<file path="src/rtl/stopwatch_ctrl_if.sv">
// Stopwatch controller bus: millisecond tick and debounced buttons in,
// display-facing time, mode and status out.
interface stopwatch_ctrl_if #(
  parameter int COUNT_W = 39
);
  logic               ms_tick;
  logic               btn_start;
  logic               btn_lap;
  logic               btn_clear;
  logic [COUNT_W-1:0] count;
  logic [1:0]         mode;
  logic [7:0]         decs;
  logic               running;
  logic               wrap;

  modport master (
    output ms_tick, btn_start, btn_lap, btn_clear,
    input  count, mode, decs, running, wrap
  );

  modport slave (
    input  ms_tick, btn_start, btn_lap, btn_clear,
    output count, mode, decs, running, wrap
  );
endinterface

</file>
<file path="src/rtl/stopwatch_ctrl.sv">
// Stopwatch controller: start/stop, lap freeze and clear over a modulo-MAX_MS
// millisecond counter, with registered display outputs.
module stopwatch_ctrl #(
  parameter int MAX_MS  = 3600000,
  parameter int COUNT_W = 39
) (
  input  logic            clock,
  input  logic            reset,
  stopwatch_ctrl_if.slave sw
);
  typedef enum logic [1:0] {
    IDLE_S  = 2'd0,
    RUN_S   = 2'd1,
    PAUSE_S = 2'd2,
    LAP_S   = 2'd3
  } state_t;

  localparam logic [COUNT_W-1:0] LAST_C = COUNT_W'(MAX_MS - 1);

  state_t             state_r, state_next_s;
  logic [COUNT_W-1:0] cnt_r, cnt_next_s;
  logic [COUNT_W-1:0] lap_r, lap_next_s;
  logic [COUNT_W-1:0] count_r, count_next_s;
  logic [1:0]         mode_r, mode_next_s;
  logic               running_r, running_next_s;
  logic               wrap_r, wrap_next_s;
  logic               start_prev_r, lap_prev_r, clear_prev_r;
  logic               start_press_s, lap_press_s, clear_press_s;

  assign start_press_s = sw.btn_start & ~start_prev_r;
  assign lap_press_s   = sw.btn_lap   & ~lap_prev_r;
  assign clear_press_s = sw.btn_clear & ~clear_prev_r;

  // Next-state, counter and registered-output selection
  always_comb begin
    state_next_s = state_r;
    cnt_next_s   = cnt_r;
    lap_next_s   = lap_r;
    wrap_next_s  = 1'b0;

    // Tick is qualified by the state before any transition this cycle
    if (sw.ms_tick && (state_r == RUN_S || state_r == LAP_S)) begin
      if (cnt_r == LAST_C) begin
        cnt_next_s  = '0;
        wrap_next_s = 1'b1;
      end else begin
        cnt_next_s  = cnt_r + COUNT_W'(1);
      end
    end else begin
      cnt_next_s = cnt_r;
    end

    case (state_r)
      IDLE_S: begin
        if (start_press_s) state_next_s = RUN_S;
        else               state_next_s = IDLE_S;
      end
      RUN_S: begin
        if (start_press_s) begin
          state_next_s = PAUSE_S;
        end else if (lap_press_s) begin
          state_next_s = LAP_S;
          lap_next_s   = cnt_r;
        end else begin
          state_next_s = RUN_S;
        end
      end
      LAP_S: begin
        if (start_press_s)    state_next_s = PAUSE_S;
        else if (lap_press_s) state_next_s = RUN_S;
        else                  state_next_s = LAP_S;
      end
      PAUSE_S: begin
        if (clear_press_s) begin
          state_next_s = IDLE_S;
          cnt_next_s   = '0;
        end else if (start_press_s) begin
          state_next_s = RUN_S;
        end else begin
          state_next_s = PAUSE_S;
        end
      end
      default: begin
        state_next_s = IDLE_S;
      end
    endcase

    count_next_s   = (state_next_s == LAP_S) ? lap_next_s : cnt_next_s;
    mode_next_s    = (state_next_s == IDLE_S) ? 2'd0 : 2'd2;
    running_next_s = (state_next_s == RUN_S) || (state_next_s == LAP_S);
  end

  // State, counters, button history and display outputs
  always_ff @(posedge clock or posedge reset) begin
    if (reset) begin
      state_r      <= IDLE_S;
      cnt_r        <= '0;
      lap_r        <= '0;
      count_r      <= '0;
      mode_r       <= 2'd0;
      running_r    <= 1'b0;
      wrap_r       <= 1'b0;
      start_prev_r <= 1'b0;
      lap_prev_r   <= 1'b0;
      clear_prev_r <= 1'b0;
    end else begin
      state_r      <= state_next_s;
      cnt_r        <= cnt_next_s;
      lap_r        <= lap_next_s;
      count_r      <= count_next_s;
      mode_r       <= mode_next_s;
      running_r    <= running_next_s;
      wrap_r       <= wrap_next_s;
      start_prev_r <= sw.btn_start;
      lap_prev_r   <= sw.btn_lap;
      clear_prev_r <= sw.btn_clear;
    end
  end

  assign sw.count   = count_r;
  assign sw.mode    = mode_r;
  assign sw.running = running_r;
  assign sw.wrap    = wrap_r;
  assign sw.decs    = 8'b00101000;
endmodule

</file>
<file path="src/flat_wrapper.sv">
// flat-port wrapper written by rule: the top's interface ports become plain ports
module stopwatch_ctrl_flat 
#(
  parameter int MAX_MS  = 3600000,
  parameter int COUNT_W = 39
)
  (clock, reset, sw_ms_tick, sw_btn_start, sw_btn_lap, sw_btn_clear, sw_count, sw_mode, sw_decs, sw_running, sw_wrap);
  stopwatch_ctrl_if #(.COUNT_W(COUNT_W)) sw_i ();
  input  logic clock;
  input  logic reset;
  input wire logic [$bits(sw_i.ms_tick)-1:0] sw_ms_tick;
  input wire logic [$bits(sw_i.btn_start)-1:0] sw_btn_start;
  input wire logic [$bits(sw_i.btn_lap)-1:0] sw_btn_lap;
  input wire logic [$bits(sw_i.btn_clear)-1:0] sw_btn_clear;
  output wire logic [$bits(sw_i.count)-1:0] sw_count;
  output wire logic [$bits(sw_i.mode)-1:0] sw_mode;
  output wire logic [$bits(sw_i.decs)-1:0] sw_decs;
  output wire logic [$bits(sw_i.running)-1:0] sw_running;
  output wire logic [$bits(sw_i.wrap)-1:0] sw_wrap;
  assign sw_i.ms_tick = sw_ms_tick;
  assign sw_i.btn_start = sw_btn_start;
  assign sw_i.btn_lap = sw_btn_lap;
  assign sw_i.btn_clear = sw_btn_clear;
  assign sw_count = sw_i.count;
  assign sw_mode = sw_i.mode;
  assign sw_decs = sw_i.decs;
  assign sw_running = sw_i.running;
  assign sw_wrap = sw_i.wrap;
  stopwatch_ctrl #(.MAX_MS(MAX_MS), .COUNT_W(COUNT_W)) u_core (.clock(clock), .reset(reset), .sw(sw_i));
endmodule
</file>
<file path="config.mk">
export PLATFORM = sky130hd
export DESIGN_NAME = stopwatch_ctrl_flat
export DESIGN_NICKNAME = d
export VERILOG_FILES = /design/src/rtl/stopwatch_ctrl_if.sv /design/src/rtl/stopwatch_ctrl.sv /design/src/flat_wrapper.sv
export SDC_FILE = /design/constraint.sdc
export NUM_CORES = 1
export LEC_CHECK = 0
export CORE_ASPECT_RATIO = 1.2
export CORE_UTILIZATION = 63
export CTS_BUF_LIST = sky130_fd_sc_hd__clkbuf_4 sky130_fd_sc_hd__clkbuf_8
export DETAILED_ROUTE_END_ITERATION = 6
export PLACE_DENSITY = 0.93
export SYNTH_ARGS = -nofsm -noshare
export SYNTH_HDL_FRONTEND = slang
export SYNTH_SLANG_ARGS = --single-unit
</file>
<file path="constraint.sdc">
create_clock -name clock -period 11.2 [get_ports clock]
set_input_delay 1.68 -clock clock [delete_from_list [all_inputs] [get_ports clock]]
set_output_delay 1.68 -clock clock [all_outputs]
set_load 0.01 [all_outputs]
</file>
==> reports/metrics.cfg, run 1 <==
[floorplan]
start_util_pct = 65.0
core-area_um2 = 8110
die_area_um2 = 8730
num_rows = 36
dieWidth_um = 85.5
io_pins = 57
die_h_um = 102

[timing]
worstMarginPinSlew_ps = 1060
timing.fmax_mhz = 254
skew_ps = 8.94
relSlewSlack_pct = 29.1
report.final.slew_viol_count = 0
fin_hold_ws_ps = 495
setup_violations = 0
rsz0062_at_grt = false
fin_crit_sh_pct = 35.2
setup-tns-final_ps = 0
hold_violations = 0
fin_crit_ps = 3940

[synth]
ys.flop_type = dfrtp_1
yosysWarningCount = 0
avgSynthCellArea_um2 = 11.4
synth_cell_type_count = 36
ys_seq_elements = 124
syn_inst = 463
synth_edf_count = 0
synth_area_um2 = 5270
synthArstFlopShare_pct = 100
yosysSeqAreaShare_pct = 58.9

[cells_and_area]
drive_gt1_share_pct = 16.2
fin_nets = 522
synthToLayoutAreaGrowth_pct = 15.7
antenna_cells = 0
final_cells = 621

[place]
hpwl_um = 7310
place_congestion = 0.936
dp_cells = 591
io_buffers = 47

[critical_path]
critPathRequiredTime_ps = 11520
crit_arrival_ps = 4250
crit_path_max_fanout = 40
start_kind = input pin
end_kind = register
crit_type = input pin to register

[worst_hold_path]
hold_class = register to register

[clock_network]
cts_tree = built
h-tree-depth = 4
post_cts_buffers = 0
cts-resized-gates = 0
clkTransAtPathRegs_ps = 70
root_buffer = clkbuf_8
cts.sinks = 124
clk-insertion-delay-late_ps = 430
ctsHoldBuffers = 0
clockBufferDepth = 2
cts_buffers = 17

[global_routing]
first_global_vias = 3849
antenna_found_initial = 1
overflow = 0
grtUsageTotal_pct = 29.0
grt_start_max_net_pins = 70
grt_pass1_wl_um = 18900

[power_and_ir_drop]
power_density_nw_per_um2 = 166
power_frac_clock_pct = 33.1
seqPwrFrac_pct = 50.5
p_leak_nw = 2.83
comb_power_share_pct = 16.4
p_switching_mw = 0.290
p_sw_share_pct = 28.7
peakVddDrop_mv = 0.138
power_mw = 1.01
power.internal_mw = 0.719

[detailed_routing]
drtPass1Iterations = 5
drt_iter0_drc = 389
drc_errors = 0
via_per_inst = 6.11
num_vias = 3794
wl_per_cell_um = 18.6
wl_um = 11600
postRouteAntennaNets = 0

[status]
status = completed

[job]
maxCapViolCount = 0

## through the flow
step	setup slack [ps]	util (%)	instance area [um^2]
after floorplan	6220	-	5290
after detailed placement	6830	71.0	5760
final	7260	75.1	6090
after CTS	7300	75.1	6090
after global placement	7020	71.0	5760
after global routing	7120	75.1	6090
## power groups by stage
stage | Sequential, mW | Clock [mW] | Combinational [mW]
5_1_grt | 0.513 | 0.358 | 0.183
6_report | 0.510 | 0.334 | 0.166
4_1_cts | 0.509 | 0.337 | 0.166
3_3_place_gp | 0.514 | 0 | 0.157
3_5_place_dp | 0.516 | 0 | 0.165
2_1_floorplan | 0.512 | 0 | 0.115
## routing by layer
metal	track usage (%)	routed length (um)
met5	0	11
met4	14.1	318
met3	7.35	663
met2	50.2	6110
met1	34.2	4470
## area by class of cell
| class | count | area (um^2) |
|---|---|---|
| timing repair buffer | 53 | 515 |
| clock buffer | 22 | 290 |
| tap | 95 | 119 |
| multi-input combinational | 311 | 1990 |
| fill | 505 | 2020 |
| sequential | 124 | 3100 |
| inverter | 8 | 32.5 |
| clock inverter | 8 | 45.0 |
## synthesized netlist by cell type (3+ instances only)
cell / n / area [um^2]
and3_1: 5 / 31.3
or4_1: 3 / 22.5
nand4_1: 22 / 138
o21ai_1: 7 / 35.0
a21oi_1: 3 / 15.0
mux2_2: 43 / 484
xnor2_1: 14 / 123
nor4_1: 10 / 62.6
nand2_1: 50 / 188
buf_6: 6 / 67.6
nand2b_1: 3 / 18.8
nor3_1: 9 / 45.0
o31ai_1: 3 / 22.5
inv_1: 8 / 30.0
xor2_1: 25 / 219
nand3_1: 16 / 80.1
nor2_1: 45 / 169
nor2b_1: 3 / 18.8
clkbuf_1: 8 / 30.0
dfrtp_1: 124 / 3100
o21ai_0: 27 / 135
buf_4: 10 / 75.1
## cell families (layout without fill, tap and decap cells)
logic type	after synthesis	count (layout)	synth area share, %
simple gates	177	177	16.4
flops	124	124	58.9
mux	43	43	9.19
compound gates	42	42	4.49
xor+xnor	39	39	6.49
buf+inv	35	91	4.09
other cells	2	9	0.143
fa+ha+maj	1	1	0.238
## worst max-delay path, stage by stage
cell and delay, ps:
clkdlybuf4s50_1 560, nand3_1 230, or4_1 670, o31ai_4 260
buf_4 430, nor2_1 130, mux2_2 290
## flip-flops by register name, indices dropped and copies added (netlist names)
name,count
u_core.cnt_r,39
u_core.lap_r,39
u_core.clear_prev_r,1
u_core.sw.mode,1
u_core.sw.count,39
u_core.state_r,2
u_core.sw.wrap,1
u_core.lap_prev_r,1
u_core.start_prev_r,1
## cells in the final DEF (no fill, tap or decap), types with 9 or more instances in the layout
cell,instances
clkbuf_8,20
xnor2_1,14
o21ai_0,27
nand4_1,22
nor2_1,45
clkdlybuf4s50_1,47
nand3_1,16
nand2_1,50
conb_1,9
nor3_1,9
xor2_1,25
nor4_1,10
dfrtp_1,124
mux2_2,43
## final timing paths
path	startpoint	end	slack, ps	depth (start not counted)
min in group asynchronous	reset	u_core.lap_r[34]	1700	2
max	sw_ms_tick	u_core.sw.count[13]	7260	7
min	u_core.lap_r[2]	u_core.lap_r[2]	490	1
max in group asynchronous	reset	u_core.sw.count[18]	8180	3
max reg2reg	u_core.cnt_r[31]	u_core.sw.count[13]	8320	6
min reg2reg	u_core.lap_r[2]	u_core.lap_r[2]	490	1
Power figures use the tool's default switching activity.
==> run 2: changes to the inputs <==
Settings changed: CORE_UTILIZATION 63 to 53, PLACE_DENSITY 0.93 to 0.84.
Clock period 11.2 ns to 3.4 ns, I/O delays scaled along.
==> reports/metrics.cfg, run 2 (same netlist as run 1, synthesis figures left out) <==
[critical_path]
crit_arrival_ps = 3180  ; was 4250 ps
start_kind = register  ; was input pin
path_cells = or4_1, or4_4, o31ai_4, or2b_2, o21ai_0  ; was clkdlybuf4s50_1, nand3_1, or4_1, o31ai_4, buf_4, nor2_1, mux2_2
crit_path_max_fanout = 31  ; was 40
max_stage_delay_ps = 600  ; was 670 ps
crit_type = register to register  ; was input pin to register
critPathRequiredTime_ps = 3670  ; was 11,520 ps
end_kind = register  ; unchanged
cp_slowest_cell = or4_4  ; was or4_1

[cells_and_area]
drive_gt1_share_pct = 17.3  ; was 16.2%
final_cells = 656  ; was 621
fin_nets = 527  ; was 522
synthToLayoutAreaGrowth_pct = 20.7  ; was 15.7%
antenna_cells = 0  ; unchanged
final_common_cell = dfrtp_1  ; unchanged
final_core_util_pct = 66.5  ; was 75.1%
layout_common_cells = dfrtp_1, nand2_1, clkdlybuf4s50_1, nor2_1, mux2_2  ; unchanged

[clock_network]
clk-insertion-delay-late_ps = 430  ; about the same
h-tree-depth = 4  ; unchanged
clkTransAtPathRegs_ps = 70  ; about the same
cts_tree = built  ; unchanged
cts.sinks = 124  ; unchanged
post_cts_buffers = 0  ; unchanged
ctsHoldBuffers = 0  ; unchanged
cts_buffers = 17  ; unchanged
root_buffer = clkbuf_8  ; unchanged
clockBufferDepth = 2  ; unchanged
cts-resized-gates = 0  ; unchanged

[status]
status = completed  ; unchanged

[timing]
skew_ps = 8.32  ; was 8.94 ps
fin_crit_sh_pct = 85.6
setup_violations = 0  ; unchanged
finalWorstSetupSlack_ps = 488  ; was 7260 ps
worstMarginPinSlew_ps = 841  ; was 1060 ps
setup-tns-final_ps = 0  ; unchanged
timing.fmax_mhz = 343
fin_crit_ps = 2910
rsz0062_at_grt = false  ; unchanged
relSlewSlack_pct = 43.5  ; was 29.1%
report.final.slew_viol_count = 0  ; unchanged
hold_violations = 0  ; unchanged
fin_hold_ws_ps = 495  ; about the same

[detailed_routing]
postRouteAntennaNets = 0  ; unchanged
num_vias = 3712  ; was 3,794
drt_iter0_drc = 262  ; was 389
wl_um = 11000  ; was 11,600 um
drc_errors = 0  ; unchanged
wl_met1_um = 4410  ; was 4470 um
highest_layer = met4  ; was met5
met3_length_um = 650  ; was 663 um
drtPass1Iterations = 7  ; was 5
dr_wl_met2_um = 5810  ; was 6110 um
wl_per_cell_um = 16.8  ; was 18.6 um
via_per_inst = 5.66  ; was 6.11

[place]
hpwl_um = 7150  ; was 7310 um
place_congestion = 0.848  ; was 0.936
dp_cells = 624  ; was 591
dp_slack_ps = 221  ; was 6830 ps
io_buffers = 47  ; unchanged

[floorplan]
dieWidth_um = 93.0  ; was 85.5 um
io_pins = 57  ; unchanged
start_util_pct = 55.1  ; was 65.0%
die_h_um = 111  ; was 102 um
die_area_um2 = 10300  ; was 8730 um^2
core-area_um2 = 9560  ; was 8110 um^2
num_rows = 39  ; was 36

[global_routing]
grtUsageTotal_pct = 23.3  ; was 29.0%
antenna_found_initial = 0  ; was 1
overflow = 0  ; unchanged
first_global_vias = 3771  ; was 3,849
grt_pass1_wl_um = 18300  ; was 18,900 um
grt_start_max_net_pins = 50  ; was 70

[power_and_ir_drop]
power_density_nw_per_um2 = 594  ; was 166 nW/um^2
power.internal_mw = 2.79  ; was 0.719 mW
p_leak_nw = 2.93  ; was 2.83 nW
comb_power_share_pct = 14.9  ; was 16.4%
seqPwrFrac_pct = 44.4  ; was 50.5%
power_frac_clock_pct = 40.7  ; was 33.1%
p_sw_share_pct = 26.1  ; was 28.7%
p_switching_mw = 0.985  ; was 0.290 mW
peakVddDrop_mv = 0.466  ; was 0.138 mV

[worst_hold_path]
hold_class = register to register  ; unchanged

[job]
maxCapViolCount = 0  ; unchanged

[run 2: cell types whose count changed in the layout (fill, tap and decap cells not counted), moves of 2 or more]
cell       change
bufinv_16      +5
buf_12         +4
clkinv_2       -4
clkbuf_4       -2
clkbuf_8       +2
[run 2: area by class of cell]
type / instances / area (um^2)
Clock buffer: 22 / 303
Clock inverter: 10 / 184
Fill cell: 709 / 3210
Inverter: 8 / 33.8
Multi-Input combinational cell: 311 / 1980
Sequential cell: 124 / 3100
Tap cell: 123 / 154
Timing Repair Buffer: 58 / 603
[run 2: worst paths after layout]
path	endpoint	slack, ps	from	cells after the start
max	u_core.sw.count[28]	490	u_core.cnt_r[31]	5
min	u_core.lap_r[7]	500	u_core.lap_r[7]	1
max reg2reg	u_core.sw.count[28]	490	u_core.cnt_r[31]	5
min reg2reg	u_core.lap_r[7]	500	u_core.lap_r[7]	1
max in group asynchronous	u_core.cnt_r[6]	2210	reset	3
min in group asynchronous	u_core.sw.mode[1]	530	reset	2
[run 2: routing by layer]
layer | vias up | global-route usage, %
met1 | 1846 | 29.4
met5 | - | 0
li1 | 1695 | -
met4 | 0 | 7.90
met2 | 150 | 38.6
met3 | 21 | 6.17
[run 2: worst max-delay path, delay by kind of cell, from the launching register on]
kind            cells  cell delay, ps
compound gates      2             560
flops               1             440
simple gates        3            1740
[run 2: stage by stage]
stage                     total power, mW  instance area (um^2)
final                                3.78                  6360
after global routing                 3.93                  6360
after CTS                            3.79                  6360
after detailed placement             2.26                  5870
after global placement               2.23                  5870
after floorplan                      2.07                  5300
[run 2: power by group through the flow]
stage / Sequential [mW] / Clock (mW) / Combinational (mW)
after floorplan: 1.69 / 0 / 0.378
after detailed placement: 1.70 / 0 / 0.560
after global routing: 1.69 / 1.62 / 0.618
after CTS: 1.68 / 1.55 / 0.565
final: 1.68 / 1.54 / 0.563
after global placement: 1.70 / 0 / 0.538
